[config.mk]
export PLATFORM = sky130hd
export DESIGN_NAME = spi_cmd_master
export DESIGN_NICKNAME = d
export VERILOG_FILES = /design/src/rtl/spi_cmd_master.sv
export SDC_FILE = /design/constraint.sdc
export NUM_CORES = 1
export LEC_CHECK = 0
export CAP_MARGIN = 20
export CORE_UTILIZATION = 32
export CTS_CLUSTER_DIAMETER = 150
export DETAILED_ROUTE_END_ITERATION = 8
export PLACE_DENSITY = 0.52
export SYNTH_ARGS = -nofsm -noshare
export SYNTH_HDL_FRONTEND = slang
export SYNTH_SLANG_ARGS = --single-unit
[constraint.sdc]
create_clock -name clk -period 2.36 [get_ports clk]
set_input_delay 0.472 -clock clk [delete_from_list [all_inputs] [get_ports clk]]
set_output_delay 0.472 -clock clk [all_outputs]
set_load 0.02 [all_outputs]
[src/rtl/spi_cmd_master.sv]
// SPI mode-0 initiator for the two-byte register-access frame: a header byte {rw, 0, addr}
// followed by a data byte. Returns the byte captured during the data byte, or 0x00 for writes.
module spi_cmd_master #(
    parameter int CLK_DIV = 4
) (
    input  logic       clk,
    input  logic       rst,
    input  logic       req_valid,
    output logic       req_ready,
    input  logic       req_rw,
    input  logic [5:0] req_addr,
    input  logic [7:0] req_wdata,
    output logic       rsp_valid,
    output logic [7:0] rsp_rdata,
    output logic       busy,
    output logic       sclk,
    output logic       cs_n,
    output logic       mosi,
    input  logic       miso
);

    localparam int DIV_W = $clog2(CLK_DIV);

    typedef enum logic [2:0] {IDLE, SETUP, SHIFT, HOLD, GAP} state_t;

    typedef struct packed {
        logic       rw;
        logic       rsvd;
        logic [5:0] addr;
        logic [7:0] data;
    } frame_t;

    state_t           state, state_d;
    logic [DIV_W-1:0] div_cnt;
    logic [3:0]       bit_cnt;
    logic [14:0]      tx_sr;
    logic [7:0]       rx_sr;
    logic             rw_q;
    frame_t           frame;

    logic accept, div_done, last_bit;
    logic sclk_rise, sclk_fall, hold_done, gap_done;

    always_comb begin
        frame.rw   = req_rw;
        frame.rsvd = 1'b0;
        frame.addr = req_addr;
        frame.data = req_rw ? req_wdata : 8'h00;
    end

    assign accept    = req_valid & req_ready & (state == IDLE);
    assign div_done  = (div_cnt == DIV_W'(CLK_DIV - 1));
    assign last_bit  = (bit_cnt == 4'd15);
    // The SETUP->SHIFT transition supplies the first rising edge; later ones come from
    // the end of each low half, until all 16 have been issued.
    assign sclk_rise = div_done & ((state == SETUP) | ((state == SHIFT) & ~sclk & ~last_bit));
    assign sclk_fall = div_done & (state == SHIFT) & sclk;
    assign hold_done = div_done & (state == HOLD);
    assign gap_done  = div_done & (state == GAP);

    always_comb begin
        state_d = state;
        case (state)
            IDLE:    if (accept) state_d = SETUP;
            SETUP:   if (div_done) state_d = SHIFT;
            SHIFT:   if (div_done && !sclk && last_bit) state_d = HOLD;
            HOLD:    if (div_done) state_d = GAP;
            GAP:     if (div_done) state_d = IDLE;
            default: state_d = IDLE;
        endcase
    end

    always_ff @(posedge clk or posedge rst) begin
        if (rst) state <= IDLE;
        else     state <= state_d;
    end

    always_ff @(posedge clk or posedge rst) begin
        if (rst)
            div_cnt <= '0;
        else if (state == IDLE || state_d != state || div_done)
            div_cnt <= '0;
        else
            div_cnt <= div_cnt + 1'b1;
    end

    always_ff @(posedge clk or posedge rst) begin
        if (rst)
            bit_cnt <= 4'd0;
        else if (state == SETUP)
            bit_cnt <= 4'd0;
        else if (sclk_rise)
            bit_cnt <= bit_cnt + 4'd1;
    end

    always_ff @(posedge clk or posedge rst) begin
        if (rst) begin
            req_ready <= 1'b1;
            busy      <= 1'b0;
            rsp_valid <= 1'b0;
            rsp_rdata <= 8'h00;
            sclk      <= 1'b0;
            cs_n      <= 1'b1;
            mosi      <= 1'b0;
            tx_sr     <= '0;
            rx_sr     <= 8'h00;
            rw_q      <= 1'b0;
        end else begin
            rsp_valid <= 1'b0;
            if (accept) begin
                rw_q      <= req_rw;
                tx_sr     <= frame[14:0];
                mosi      <= frame.rw;
                cs_n      <= 1'b0;
                req_ready <= 1'b0;
                busy      <= 1'b1;
            end
            if (sclk_rise) begin
                sclk  <= 1'b1;
                rx_sr <= {rx_sr[6:0], miso};
            end
            // After the final falling edge the shifter has run dry, so mosi settles to 0.
            if (sclk_fall) begin
                sclk  <= 1'b0;
                tx_sr <= {tx_sr[13:0], 1'b0};
                mosi  <= last_bit ? 1'b0 : tx_sr[14];
            end
            if (hold_done) begin
                cs_n      <= 1'b1;
                rsp_valid <= 1'b1;
                rsp_rdata <= rw_q ? 8'h00 : rx_sr;
            end
            if (gap_done) begin
                req_ready <= 1'b1;
                busy      <= 1'b0;
            end
        end
    end

endmodule
### Word level (Yosys, flattened, before mapping)

Index checks and enable logic that the tools add are counted.

| word-level totals | value |
|---|---|
| bits of input ports | 19 |
| logic and storage cells | 69 |
| output and inout port bits | 14 |
| bits in registers | 47 |

| cells by class | value |
|---|---|
| reduce and logical (&&, ||, !) cells | 11 |
| bitwise gates (word level) | 12 |
| $add $sub $neg | 2 |
| eq/ne operators | 7 |
| muxes and demuxes | 24 |

Operators by type and width:

| cell | count |
|---|---|
| $mux W15 | 2 |
| $mux W8 | 2 |
| $mux W3 | 5 |
| $pmux W3 S5 | 1 |
| $mux W1 | 11 |
| $reduce_bool A2 Y1 | 5 |
| $and A1 B1 Y1 | 9 |
| $mux W4 | 2 |
| $eq A3 B2 Y1 const B | 2 |
| $add A4 B1 Y4 const B | 1 |
| $eq A4 B4 Y1 const B | 1 |
| $eq A3 B1 Y1 const B | 1 |
| $eq A3 B3 Y1 const B | 1 |
| $logic_not A3 Y1 | 1 |
| $ne A3 B3 Y1 | 1 |
| $add A2 B1 Y2 const B | 1 |
| $eq A2 B2 Y1 const B | 1 |
| $logic_and A1 B1 Y1 | 2 |
| $logic_or A1 B1 Y1 | 2 |
| $mux W2 | 1 |
| $not A1 Y1 | 2 |
| $logic_not A1 Y1 | 1 |
| $or A1 B1 Y1 | 1 |

### Logic depth before layout (Yosys ltp)

| depth | value |
|---|---|
| depth in word-level cells | 9 |
| gate-level depth with buffers | 6 |
| gate-level depth less buffers | 4 |

### Worst setup path before layout

No wires, ideal clock.

| timing | value |
|---|---|
| kind | register -> register |
| start point | reg div_cnt[0] |
| end point | reg rx_sr[0] |
| required time | 2.235 ns |
| period minus slack after synthesis | 1.770 ns |
| setup time | 0.125 ns |
| data arrival time | 1.646 ns |
| buffers on the path | 2 |
| stages on the path, launching flop included | 7 |
| path slack | 0.590 ns |
| cells stage by stage | dfrtp_1 -> ha_1 -> buf_2 -> nand4bb_1 -> buf_2 -> o32ai_4 -> mux2_2 |

| between the ends | value |
|---|---|
| word-level cells in the longest chain between the ends | 2 |

RTL lines:

| what | line | source |
|---|---|---|
| start, declared | 34 | `logic [DIV_W-1:0] div_cnt;` |
| start signal, assigned | 84 | `div_cnt <= div_cnt + 1'b1;` |
| $eq A2 B2 Y1 | 52 | `assign div_done = (div_cnt == DIV_W'(CLK_DIV - 1));` |
| $and A1 B1 Y1 | 56 | `assign sclk_rise = div_done & ((state == SETUP) \| ((state == SHIFT) & ~sclk & ~last_bit));` |
| end signal, assigned | 120 | `rx_sr <= {rx_sr[6:0], miso};` |
| end, declared | 37 | `logic [7:0] rx_sr;` |

No other way between the ends.
A chain may end at the register's enable or synchronous reset.

### Worst setup path in the final report

| timing | value |
|---|---|
| start point | reg req_ready |
| end point | out req_ready |

RTL lines:

| what | line | source |
|---|---|---|
| start, declared | 9 | `output logic req_ready,` |
| start signal, assigned | 98 | `req_ready <= 1'b1;` |
| start signal, assigned | 115 | `req_ready <= 1'b0;` |
| start signal, assigned | 134 | `req_ready <= 1'b1;` |

No word-level cell between the ends.

==> impl_metrics.csv <==
group,metric,value,unit
logic_synthesis,syn_inst,206,
worst_setup_path,worst_ep_required_time,1890,ps
worst_setup_path,worst-setup-path-type,"register to primary output",
detailed_routing,initialDrtViolationCount,96,
detailed_routing,drtAntennaViolNets,0,
timing,finalCritPeriodShare,0.891,
die,die-height,85.3,microns
worst_setup_path,cp_slowest_stage_delay,680,ps
clocking,worst_setup_hold_path_clk_slew,90,ps
cells_and_area,num-fill-cells,638,
clocking,cts_inserted_buffers,5,
hold_path,worstHoldPathType,"register to register",
cells_and_area,layout.nets,263,
placement,numPlacedInstances,312,
die,start_util,0.340,
timing,clock.fmax,475,MHz
global_routing,grt_remaining_overflow,0,
timing,setup_slack,257,ps
timing,setup_viol,0,
timing,worst_clock_skew,10.8,ps
cells_and_area,drive_above_1_share,0.156,
clocking,cts.path.max_buffers,2,
clocking,tritoncts_clock_tree,"done",
detailed_routing,post-route-drc-count,0,
status,outcome,"finished, final reports clean",
timing,rsz_0062_raised_after_global_routing,"no",
timing,finalWorstPathRequiredPeriod,2100,ps
logic_synthesis,synthesis.area_per_instance,10.8,sq um
detailed_routing,routed-via-count,1661,
cells_and_area,mostFrequentLayoutCell,"sky130_fd_sc_hd__dfrtp_1",
logic_synthesis,synthesis.area,2220,sq um
global_routing,grt_pass1_vias,1666,
placement,post-place-ws,407,ps
timing,worst_slew_margin_rel,0.641,
global_routing,grt.total_usage,0.147,
logic_synthesis,synth_cell_type_count,43,
hold_path,hold_path_depth,1,
worst_setup_path,r2r_setup_slack,420,ps
worst_setup_path,critical_path_buf_inv_count,1,
logic_synthesis,synthesis.nets,227,
global_routing,wire_length_of_the_first_global_routing_pass,8410,microns
die,fp.dieW,85.3,microns
worst_setup_path,worst_path_dominant_cell_family,"flip-flops",
run,max_cap_viol_count,0,
worst_setup_path,crit_fanout,13,
detailed_routing,detail_route.wirelength,4820,microns
logic_synthesis,number_of_synthesized_register_bits,47,
power_and_ir_drop,ir_worst_vdd,0.304,mV
power_and_ir_drop,netSwitchingFraction,0.207,
power_and_ir_drop,leakagePower,1.08,nW
die,die_area,7270,sq um
clocking,clock-root-buffer,"sky130_fd_sc_hd__clkbuf_8",
power_and_ir_drop,power.clock.fraction,0.418,
timing,setup_tns,0,ps
power_and_ir_drop,combinationalPowerShare,0.043,
worst_setup_path,worstSetupPathDepth,1,
die,core-area,6530,sq um
global_routing,largest_net_degree_at_the_start_of_global_routing,20,
placement,placement.io_buffers,32,
clocking,post-cts-setup-buffer-count,0,
power_and_ir_drop,sequentialPowerShare,0.540,
power_and_ir_drop,p_sw,312,uW
clocking,clk_latency,300,ps
cells_and_area,finish.cell_count_without_fillers,320,
logic_synthesis,synthesis.yosys.warnings,0,
worst_setup_path,timing.reg2reg.worst_path_depth,3,
die,pin_count,33,
logic_synthesis,synth_sequential_area_ratio,0.531,
cells_and_area,highest_count_cells_in_the_layout_ignoring_fill_and_taps,"45 x sky130_fd_sc_hd__dfrtp_1, 32 x sky130_fd_sc_hd__clkdlybuf4s50_1, 25 x sky130_fd_sc_hd__nand2_1",
worst_setup_path,crit_slowest_cell,"sky130_fd_sc_hd__dfstp_2",
timing,max_slew.worst_pin.slew,539,ps
timing,hold_violations,0,
detailed_routing,wl_per_cell,15.1,microns
clocking,ctsResizeCount,0,
detailed_routing,detailedRoute.firstPassIterationCount,4,
placement,place_hpwl,3330,microns
clocking,cts-htree-levels,2,
timing,timing_max_transition_violations_final,0,
worst_setup_path,worst-endpoint-arrival,1630,ps
die,core.rowCount,29,
detailed_routing,vias_per_cell,5.19,
cells_and_area,antenna_diode_count,0,
clocking,cts-hold-fix-buffers,0,
cells_and_area,area.growth.synth_to_final,25.2,%
power_and_ir_drop,internal_portion_of_total_power,1.20,mW
global_routing,grt_antenna_before_repair,0,
clocking,clock_sink_count,47,
placement,routabilityCongestion,0.740,
worst_setup_path,timing.critical_path.cells,"clkdlybuf4s50_1",
power_and_ir_drop,power-per-cell-area,543,nW/um^2
worst_setup_path,critical_path.endpoint_type,"primary output",
worst_setup_path,cp-start-kind,"register",
==> synthesized netlist by cell type, drive strengths merged <==
cell type	n	area share
dfrtp	45	0.51
nand2	25	0.042
inv	14	0.024
nand3	13	0.029
o21ai	12	0.027
buf	11	0.032
nand4	10	0.028
o311ai	9	0.036
mux2	8	0.041
nand3b	6	0.020
o311a	6	0.027
clkbuf	5	0.0085
or3	5	0.014
nor2	4	0.0068
a21o	2	0.0068
dfstp	2	0.024
ha	2	0.011
mux2i	2	0.0090
nand2b	2	0.0056
nor3	2	0.0045
nor4b	2	0.017
o31ai	2	0.0068
xor2	2	0.0079
a22o	1	0.0039
a31o	1	0.0039
a31oi	1	0.0028
and2	1	0.0028
and3	1	0.0028
and4bb	1	0.0056
clkinv	1	0.0017
nand4b	1	0.0039
nand4bb	1	0.0051
nor3b	1	0.0034
nor4	1	0.0028
o21ba	1	0.0045
o32ai	1	0.012
o41ai	1	0.0039
or3b	1	0.0039
==> sequential cells by signal (all words and copies together), names as in the netlist <==
register / count
rw_q: 1
rsp_rdata: 8
req_ready: 1
sclk: 1
busy: 1
div_cnt: 2
bit_cnt: 4
mosi: 1
state: 3
rsp_valid: 1
cs_n: 1
rx_sr: 8
tx_sr: 15
==> layout make-up <==
class | instances | area [sq um] | area share
clock inverters | 2 | 38.8 | 0.0140
inverters | 15 | 56.3 | 0.0203
clock buffers | 6 | 82.6 | 0.0297
flip-flops and latches | 47 | 1180 | 0.425
multi-input cells | 128 | 893 | 0.322
repair buffers | 45 | 430 | 0.155
well taps | 77 | 96.3 | 0.0347
==> final timing paths <==
kind | start | endpoint
min in group asynchronous | rst | rsp_valid
worst min-delay path | div_cnt[0] | div_cnt[0]
worst max-delay path | req_ready | req_ready
worst min register to register | div_cnt[0] | div_cnt[0]
worst max register to register | state[1] | rx_sr[3]
max in group asynchronous | rst | tx_sr[3]
==> kinds of logic after synthesis <==
kind of cell,count (synthesis),share of synthesized area
compound gates,37,0.135
xor+xnor,2,0.00790
fa+ha+maj,2,0.0113
buf+inv,31,0.0660
flops,47,0.531
mux,10,0.0496
simple gates,77,0.199
==> power by group through the flow <==
stage                     registers [mW]  logic (mW)  clock network, mW
after floorplan                    0.828      0.0228                  0
after global placement             0.830      0.0659                  0
after detailed placement           0.830      0.0661                  0
after CTS                          0.814      0.0663              0.644
after global routing               0.815      0.0717              0.674
final                              0.814      0.0644              0.630
==> worst register-to-register path, cell delays in order (launching register included) <==
cell and delay, ps:
sky130_fd_sc_hd__dfrtp_1 510, sky130_fd_sc_hd__or3b_1 560, sky130_fd_sc_hd__o32ai_4 360, sky130_fd_sc_hd__mux2_2 400
==> metal layers <==
metal | track usage | part of all wire
met1 | 0.209 | 0.49
met4 | 0.0409 | 0.0077
met5 | 0 | 0
met3 | 0.0409 | 0.058
met2 | 0.221 | 0.44
==> metrics by stage <==
stage               area [sq um]  power, mW   util  hold slack (ps)
floorplan                   2220      0.851      -              415
global placement            2660      0.896  0.407              431
detailed placement          2660      0.896  0.407              428
CTS                         2780       1.52  0.425              449
global route                2780       1.56  0.425              495
finish                      2780       1.51  0.425              453
Power figures use the tool's default switching activity.
